`config.mk`:
```
export PLATFORM = sky130hd
export DESIGN_NAME = tick_generator
export DESIGN_NICKNAME = d
export VERILOG_FILES = /design/src/rtl/tick_gen_pkg.sv /design/src/rtl/debouncer.sv /design/src/rtl/tick_generator.sv
export SDC_FILE = /design/constraint.sdc
export NUM_CORES = 1
export LEC_CHECK = 0
export BUFFER_PORTS_ARGS = -buffer_cell sky130_fd_sc_hd__buf_2
export CORE_MARGIN = 2
export CORE_UTILIZATION = 51
export DETAILED_ROUTE_END_ITERATION = 7
export GPL_ROUTABILITY_DRIVEN = 0
export HOLD_SLACK_MARGIN = 0.02
export PLACE_DENSITY_LB_ADDON = 0.08
export SLEW_MARGIN = 20
export SYNTH_ARGS = -nofsm -noshare
export SYNTH_HDL_FRONTEND = slang
export SYNTH_SLANG_ARGS = --single-unit
```
`constraint.sdc`:
```
create_clock -name i_clk -period 4.6 [get_ports i_clk]
set_clock_uncertainty 0.1 [all_clocks]
set_input_delay 0 -clock i_clk [delete_from_list [all_inputs] [get_ports i_clk]]
set_output_delay 0 -clock i_clk [all_outputs]
set_load 0.02 [all_outputs]
```
`src/rtl/tick_gen_pkg.sv`:
```
// tick_gen_pkg: shared definitions for the tick generator.
//   rate_e       - encodings of the rate_sel input
//   deb_state_e  - debounce FSM state encoding
//   reload_value - divider period (in clock cycles) for a given rate_sel
package tick_gen_pkg;

  typedef enum logic [1:0] {
    RATE_FULL    = 2'b00,
    RATE_1HZ     = 2'b01,
    RATE_HALF    = 2'b10,
    RATE_QUARTER = 2'b11
  } rate_e;

  typedef enum logic [1:0] {
    IDLE         = 2'b00,
    PRESS_WAIT   = 2'b01,
    PRESSED      = 2'b10,
    RELEASE_WAIT = 2'b11
  } deb_state_e;

  // Period R of the divider for a rate selection. The down-counter reloads with R-1.
  function automatic logic [31:0] reload_value(input logic [1:0] sel,
                                               input int unsigned clk_hz);
    logic [31:0] r;
    case (rate_e'(sel))
      RATE_1HZ:     r = clk_hz;
      RATE_HALF:    r = 2 * clk_hz;
      RATE_QUARTER: r = 4 * clk_hz;
      default:      r = 32'd1;
    endcase
    return r;
  endfunction

endpackage

```
`src/rtl/debouncer.sv`:
```
// debouncer: synchronizes a raw active-low pushbutton and emits exactly one
// single-cycle pulse per accepted press. Presses and releases must both be
// stable for DEBOUNCE_CYCLES synchronized cycles; releases never pulse.
// Ports:
//   i_clk         - system clock
//   i_reset       - synchronous active-high reset
//   i_step_n      - raw, asynchronous, bouncy pushbutton (active low)
//   o_step_pulse  - one-cycle accept strobe, valid in the cycle before the edge that
//                   accepts the press (the parent registers it)
module debouncer
  import tick_gen_pkg::*;
#(
  parameter int unsigned DEBOUNCE_CYCLES = 1_000_000
) (
  input  logic i_clk,
  input  logic i_reset,
  input  logic i_step_n,
  output logic o_step_pulse
);

  localparam int unsigned DW = (DEBOUNCE_CYCLES > 1) ? $clog2(DEBOUNCE_CYCLES) : 1;
  localparam logic [DW-1:0] DLast = DW'(DEBOUNCE_CYCLES - 1);

  logic [1:0]       r_sync;
  deb_state_e       r_state;
  logic [DW-1:0]    r_d;
  logic             w_s;
  logic             w_d_done;

  assign w_s      = r_sync[1];
  assign w_d_done = (r_d == DLast);

  // Decoded from current state so the parent's registered tick lands on the
  // same edge that moves the FSM into PRESSED.
  assign o_step_pulse = (r_state == PRESS_WAIT) && !w_s && w_d_done;

  always_ff @(posedge i_clk) begin
    if (i_reset) begin
      r_sync  <= 2'b11;
      r_state <= IDLE;
      r_d     <= '0;
    end else begin
      r_sync <= {r_sync[0], i_step_n};
      case (r_state)
        IDLE: begin
          if (!w_s) begin
            r_state <= PRESS_WAIT;
            r_d     <= '0;
          end
        end
        PRESS_WAIT: begin
          if (w_s) begin
            r_state <= IDLE;
          end else if (w_d_done) begin
            r_state <= PRESSED;
          end else begin
            r_d <= r_d + DW'(1);
          end
        end
        PRESSED: begin
          if (w_s) begin
            r_state <= RELEASE_WAIT;
            r_d     <= '0;
          end
        end
        RELEASE_WAIT: begin
          // A bounce back low returns to PRESSED without a new pulse.
          if (!w_s) begin
            r_state <= PRESSED;
          end else if (w_d_done) begin
            r_state <= IDLE;
          end else begin
            r_d <= r_d + DW'(1);
          end
        end
        default: r_state <= IDLE;
      endcase
    end
  end

endmodule

```
`src/rtl/tick_generator.sv`:
```
// tick_generator: pacing stage for the display counter. Merges a programmable
// free-running rate divider with a debounced manual step into one registered
// single-cycle enable pulse, and toggles a heartbeat LED on every tick.
// Ports:
//   i_clk        - system clock
//   i_reset      - synchronous active-high reset
//   i_rate_sel   - 00 every cycle, 01 1 Hz, 10 0.5 Hz, 11 0.25 Hz
//   i_run        - 1 runs the divider, 0 freezes it
//   i_step_n     - raw active-low pushbutton
//   o_tick       - registered enable pulse
//   o_heartbeat  - registered, toggles on every tick
module tick_generator
  import tick_gen_pkg::*;
#(
  parameter int unsigned CLK_HZ          = 50_000_000,
  parameter int unsigned DEBOUNCE_CYCLES = 1_000_000
) (
  input  logic       i_clk,
  input  logic       i_reset,
  input  logic [1:0] i_rate_sel,
  input  logic       i_run,
  input  logic       i_step_n,
  output logic       o_tick,
  output logic       o_heartbeat
);

  localparam int unsigned CntW = $clog2(4 * CLK_HZ);

  logic [CntW-1:0] r_cnt;
  logic [1:0]      r_rate_q;
  logic            r_tick;
  logic            r_heartbeat;

  logic [CntW-1:0] w_reload;
  logic            w_rate_chg;
  logic            w_cnt_zero;
  logic            w_auto_tick;
  logic            w_step_pulse;
  logic            w_any_tick;

  debouncer #(
    .DEBOUNCE_CYCLES(DEBOUNCE_CYCLES)
  ) u_debouncer (
    .i_clk        (i_clk),
    .i_reset      (i_reset),
    .i_step_n     (i_step_n),
    .o_step_pulse (w_step_pulse)
  );

  assign w_reload    = CntW'(reload_value(i_rate_sel, CLK_HZ) - 32'd1);
  assign w_rate_chg  = (i_rate_sel != r_rate_q);
  assign w_cnt_zero  = (r_cnt == '0);
  // A rate change restarts the period and suppresses the tick on that edge.
  assign w_auto_tick = !w_rate_chg && i_run && w_cnt_zero;
  // OR-merge: coincident sources yield a single pulse and a single toggle.
  assign w_any_tick  = w_auto_tick | w_step_pulse;

  always_ff @(posedge i_clk) begin
    if (i_reset) begin
      r_cnt       <= w_reload;
      r_rate_q    <= i_rate_sel;
      r_tick      <= 1'b0;
      r_heartbeat <= 1'b0;
    end else begin
      r_tick      <= w_any_tick;
      r_heartbeat <= r_heartbeat ^ w_any_tick;
      if (w_rate_chg) begin
        r_cnt    <= w_reload;
        r_rate_q <= i_rate_sel;
      end else if (i_run) begin
        if (w_cnt_zero) begin
          r_cnt <= w_reload;
        end else begin
          r_cnt <= r_cnt - CntW'(1);
        end
      end
    end
  end

  assign o_tick      = r_tick;
  assign o_heartbeat = r_heartbeat;

endmodule

```
=== After elaboration in Yosys (flattened, before gate mapping) ===
Index checks and enable logic that the tools add are counted.

* Input port bits: 6
* Register bits: 56
* Output and inout port bits: 2

* Add/sub/neg operators: 3
* Reduce and logical (&&, ||, !) cells: 12
* Bitwise gates (word level): 2
* Multiplexer cells: 20
* Equal/unequal tests: 14

{| class="wikitable"
|+ Operators with widths
! operator !! number
|-
| $mux 28 || 4
|-
| $mux 20 || 5
|-
| $pmux 28 s3 || 1
|-
| $pmux 20 s4 || 1
|-
| $sub 28x1->28 const B || 2
|-
| $logic_not 28->1 || 1
|-
| $add 20x1->20 const B || 1
|-
| $eq 20x20->1 const B || 1
|-
| $mux 2 || 8
|-
| $eq 2x2->1 const B || 4
|-
| $pmux 2 s4 || 1
|-
| $reduce_and 4->1 || 2
|-
| $eq 2x1->1 const B || 2
|-
| $logic_and 1x1->1 || 4
|-
| $ne 2x1->1 const B || 2
|-
| $ne 2x2->1 const B || 2
|-
| $ne 3x1->1 const B || 1
|-
| $ne 3x3->1 const B || 1
|-
| $reduce_bool 3->1 || 1
|-
| $logic_not 1->1 || 2
|-
| $logic_not 2->1 || 1
|-
| $ne 2x2->1 || 1
|-
| $reduce_bool 2->1 || 1
|-
| $or 1x1->1 || 1
|-
| $xor 1x1->1 || 1
|}

=== Longest topological paths before layout ===
* Depth after elaboration: 7
* Mapped depth: 8

=== By module ===
Synthesis repeated with hierarchy kept, for this count alone.

* Cells, all modules: 315
* Area, all modules: 3134.3 um^2

{| class="wikitable"
|+ Modules (own cells, without submodules)
! module !! seq. area each (um^2) !! instances !! cells an instance !! area an instance (um^2)
|-
| tick_generator || 940.9 || 1 || 167 || 1844.3
|-
| debouncer || 480.5 || 1 || 148 || 1290.0
|}

=== Least setup slack after synthesis ===
No wires, ideal clock.

* Kind: register to register
* From: register r_cnt[7]
* To: register r_cnt[14] (data pin)
* Buffers on the path: 1
* Data required time: 4233 ps
* Cell stages (with the launch flop): 7
* Library setup time: 267 ps
* Setup slack: 2418 ps
* Arrival: 1814 ps
* Period minus slack after synthesis: 2182 ps
* Path through: edfxtp_1 > nor4_4 > nand4_2 > o31a_1 > buf_2 > nor2b_1 > a21oi_1

* Longest elaborated chain between the ends: 5
* Elaborated cells between the ends (all ways): 6
* Those cells by class: add/sub: 1; mux: 4; reduce/logical: 1

{| class="wikitable"
|+ RTL lines
! item !! RTL line !! RTL
|-
| start: declaration || tick_generator.sv:29 || <nowiki>logic [CntW-1:0] r_cnt;</nowiki>
|-
| start signal: assignment || tick_generator.sv:60 || <nowiki>r_cnt <= w_reload;</nowiki>
|-
| start signal: assignment || tick_generator.sv:68 || <nowiki>r_cnt <= w_reload;</nowiki>
|-
| start signal: assignment || tick_generator.sv:72 || <nowiki>r_cnt <= w_reload;</nowiki>
|-
| $sub 28x1->28 or $logic_not 28->1 (tied branches) || tick_generator.sv:74, tick_generator.sv:52 ||
|-
| $mux 28 (*) || tick_generator.sv:71 || <nowiki>if (w_cnt_zero) begin</nowiki>
|-
| $mux 28 (*) || tick_generator.sv:70 || <nowiki>end else if (i_run) begin</nowiki>
|-
| $mux 28 (*) || tick_generator.sv:67 || <nowiki>if (w_rate_chg) begin</nowiki>
|-
| $mux 28 (*) || tick_generator.sv:59 || <nowiki>if (i_reset) begin</nowiki>
|}

Mark *: on every way between the ends. The rest lies on a longest branch, timed or not. The select of a mux whose other input is x is not followed.
A chain may end at the register's enable or synchronous reset.

=== Worst setup path in the final report ===
* From: register r_cnt[7]
* To: register r_cnt[23] (data pin)

Same word-level chain as after synthesis.

==> impl_metrics.py <==
metrics = {
    "run_status": {
        "status": "finished clean",
    },
    "logic_synthesis": {
        "syn_inst": 322,
        "avgSynthCellArea_um2": 9.695,
        "synth_seq_cells": 56,
        "syn_nets": 336,
        "synth_edf_count": 30,
        "yosysSeqAreaShare": 0.4553,
        "ys.flop_type": "edfxtp_1",
        "ys_types": 50,
        "yosys_warnings": 0,
        "async_flop_share": 0,
        "synth_area_um2": 3122,
    },
    "final_layout": {
        "finish.utilization": 0.5630,
        "final_common_cell": "a21oi_1",
        "antenna_cells": 0,
        "layout-drive-gt1-share": 0.08383,
        "final_cell_mix": "a21oi_1, edfxtp_1, nor2_1",
        "area_growth_pct": 6.774,
        "nets": 347,
    },
    "timing": {
        "period_needed_ns": 2.755,
        "finalHoldViolCount": 0,
        "slew_viol_final": 0,
        "worstMarginPinSlew_ns": 0.9184,
        "setup_slack_ns": 1.845,
        "setup_viol": 0,
        "rsz0062_at_grt": "false",
        "setup_tns_ns": 0,
        "relSlewSlack": 0.3836,
        "max_freq_ghz": 0.3629,
        "post-route-period-util": 0.5990,
    },
    "floorplanning": {
        "ios": 8,
        "die_y_um": 82.24,
        "fp.dieArea_um2": 6763,
        "start_util": 0.5273,
        "rows": 28,
        "core_um2": 5921,
        "dieWidth_um": 82.24,
    },
    "power": {
        "p_comb_frac": 0.111,
        "ir_drop_mv": 0.1723,
        "p_total_w": 0.0009857,
        "pwr-share-clk": 0.274,
        "power_frac_seq": 0.615,
        "powerDensity_nw_per_um2": 295.7,
        "p_int_w": 0.0007379,
        "p_switching_w": 0.0002478,
        "switching_share": 0.2514,
        "p_leak_nw": 1.050,
    },
    "routing": {
        "drtAntennaViolNets": 0,
        "routed_wl_um": 6174,
        "post_drt_via_cell_ratio": 5.844,
        "num_vias": 2390,
        "dr.pass1.iters": 4,
        "drtIter0Drc": 116,
        "routedWlPerCell_um": 15.10,
        "drc_errors": 0,
    },
    "setup_path": {
        "worstSetupStartpointType": "register",
        "crit_type": "reg2reg",
        "cp.required_ns": 4.55,
        "worst_path_largest_cell_delay_ns": 0.50,
        "crit_path_top_delay_cell": "o31a_1",
        "path_cells": "nor4_4 > nand4_2 > o31a_1 > buf_4 > nor2b_1 > a21oi_1",
        "end_kind": "register",
        "crit_fanout": 27,
        "arrival_ns": 2.70,
    },
    "global_route": {
        "grt_pass1_vias": 2284,
        "grt_use_total": 0.1973,
        "overflow": 0,
        "grt_pass1_wl_um": 10350,
        "grt_max_degree": 28,
        "antenna_found_initial": 0,
    },
    "placed_design": {
        "dp_hpwl_um": 4474,
        "io_buffers": 7,
        "preCtsSetupSlack_ns": 1.852,
    },
    "clock_tree": {
        "tritoncts": "built",
        "clkSinkCount": 56,
        "post_cts_resized": 0,
        "cts_buffers": 5,
        "clock_latency_ns": 0.30,
        "cts_root_buf": "clkbuf_8",
        "clk_pin_slew_worst_paths_ns": 0.09,
        "htreeDepth": 2,
        "clock_path_buffers": 2,
    },
    "worst_hold_path": {
        "hp-class": "in2reg",
    },
    "job": {
        "max_cap_violations": 0,
    },
}
cells in the mapped netlist (3+ instances only):
cell type  instances  area share
a21oi_1           39       0.063
and2_1             3      0.0060
buf_2              4      0.0064
buf_6              4       0.014
dfxtp_1           26        0.17
edfxtp_1          30        0.29
ha_1               8       0.032
inv_1              9       0.011
nand2_1           21       0.025
nand2b_1           5       0.010
nand3_1           13       0.021
nor2_1            27       0.032
nor2b_1            6       0.012
nor3_1            13       0.021
nor4_1            14       0.028
o211ai_1           3      0.0072
o21a_1             3      0.0072
o21ai_0            4      0.0064
o31ai_1            7       0.017
or3_1              9       0.018
or4_1             10       0.024
xnor2_1           24       0.067
xor2_1             5       0.014
state kept, by name, indices dropped and copies added (netlist names), named ones only:
| signal | count |
|---|---|
| u_debouncer.r_state | 1 |
| o_heartbeat | 1 |
| r_cnt | 27 |
| u_debouncer.r_sync | 2 |
| u_debouncer.r_d | 20 |
| o_tick | 1 |
| r_rate_q | 2 |
power groups by stage:
stage | clock network, W | registers (W) | logic, W
floorplan | 0 | 0.000608 | 0.0000845
global placement | 0 | 0.000616 | 0.000104
detailed placement | 0 | 0.000617 | 0.000106
CTS | 0.000284 | 0.000606 | 0.000109
global route | 0.000303 | 0.000612 | 0.000121
finish | 0.000270 | 0.000606 | 0.000109
metrics by stage:
stage               std cells  area (um^2)  hold WS (ns)
finish                    409         3333        0.1839
detailed placement        396         3193       0.08761
floorplan                 322         3122     -0.001131
global placement          396         3193       0.08214
CTS                       409         3333        0.1663
global route              409         3333        0.1976
worst paths after layout:
kind                                             from               endpoint  slack (ns)  cells past startpoint
worst min-delay path                            i_run                 o_tick        0.18                      6
worst max-delay path                         r_cnt[7]              r_cnt[23]        1.84                      6
worst min register to register  u_debouncer.r_sync[0]  u_debouncer.r_sync[1]        0.32                      1
worst max register to register               r_cnt[7]              r_cnt[23]        1.84                      6
worst max-delay path, delay by kind of cell, from the launching register on:
kind	cells	cell delay, ns
and+or+nand+nor	3	1.03
buffers and inverters	1	0.28
DFF	1	0.49
AOI/OAI and AO/OA	2	0.58
layout make-up:
cell class	count	area, um^2
fillers	536	2587
clock buffers	8	90.09
multi-input cells	247	1594
repair buffers	14	100.1
flip-flops and latches	56	1421
well taps	75	93.84
inverters	9	33.78
routing by layer:
layer / track usage / vias to the layer above / routed length [um]
met1: 0.2341 / 1129 / 2757
li1: - / 1210 / -
met3: 0.03370 / 11 / 180
met4: 0.07167 / 0 / 96
met2: 0.3556 / 40 / 3139
met5: 0 / - / 0
logic make-up (layout without fill, tap and decap cells):
kind of cell	count (synthesis)	after routing	synth area share
and+or+nand+nor	142	142	0.2621
AOI/OAI and AO/OA	66	66	0.1267
DFF	56	56	0.4553
xor gates and xnor gates	30	30	0.08657
buffers and inverters	19	31	0.03407
adders and majority gates	8	8	0.03207
muxes	1	1	0.003207
timing repair:
item,in CTS,in global routing
setup buffers,0,0
hold endpoints to repair,10,0
hold buffers,5,0
(Power assumes the default switching activity.)
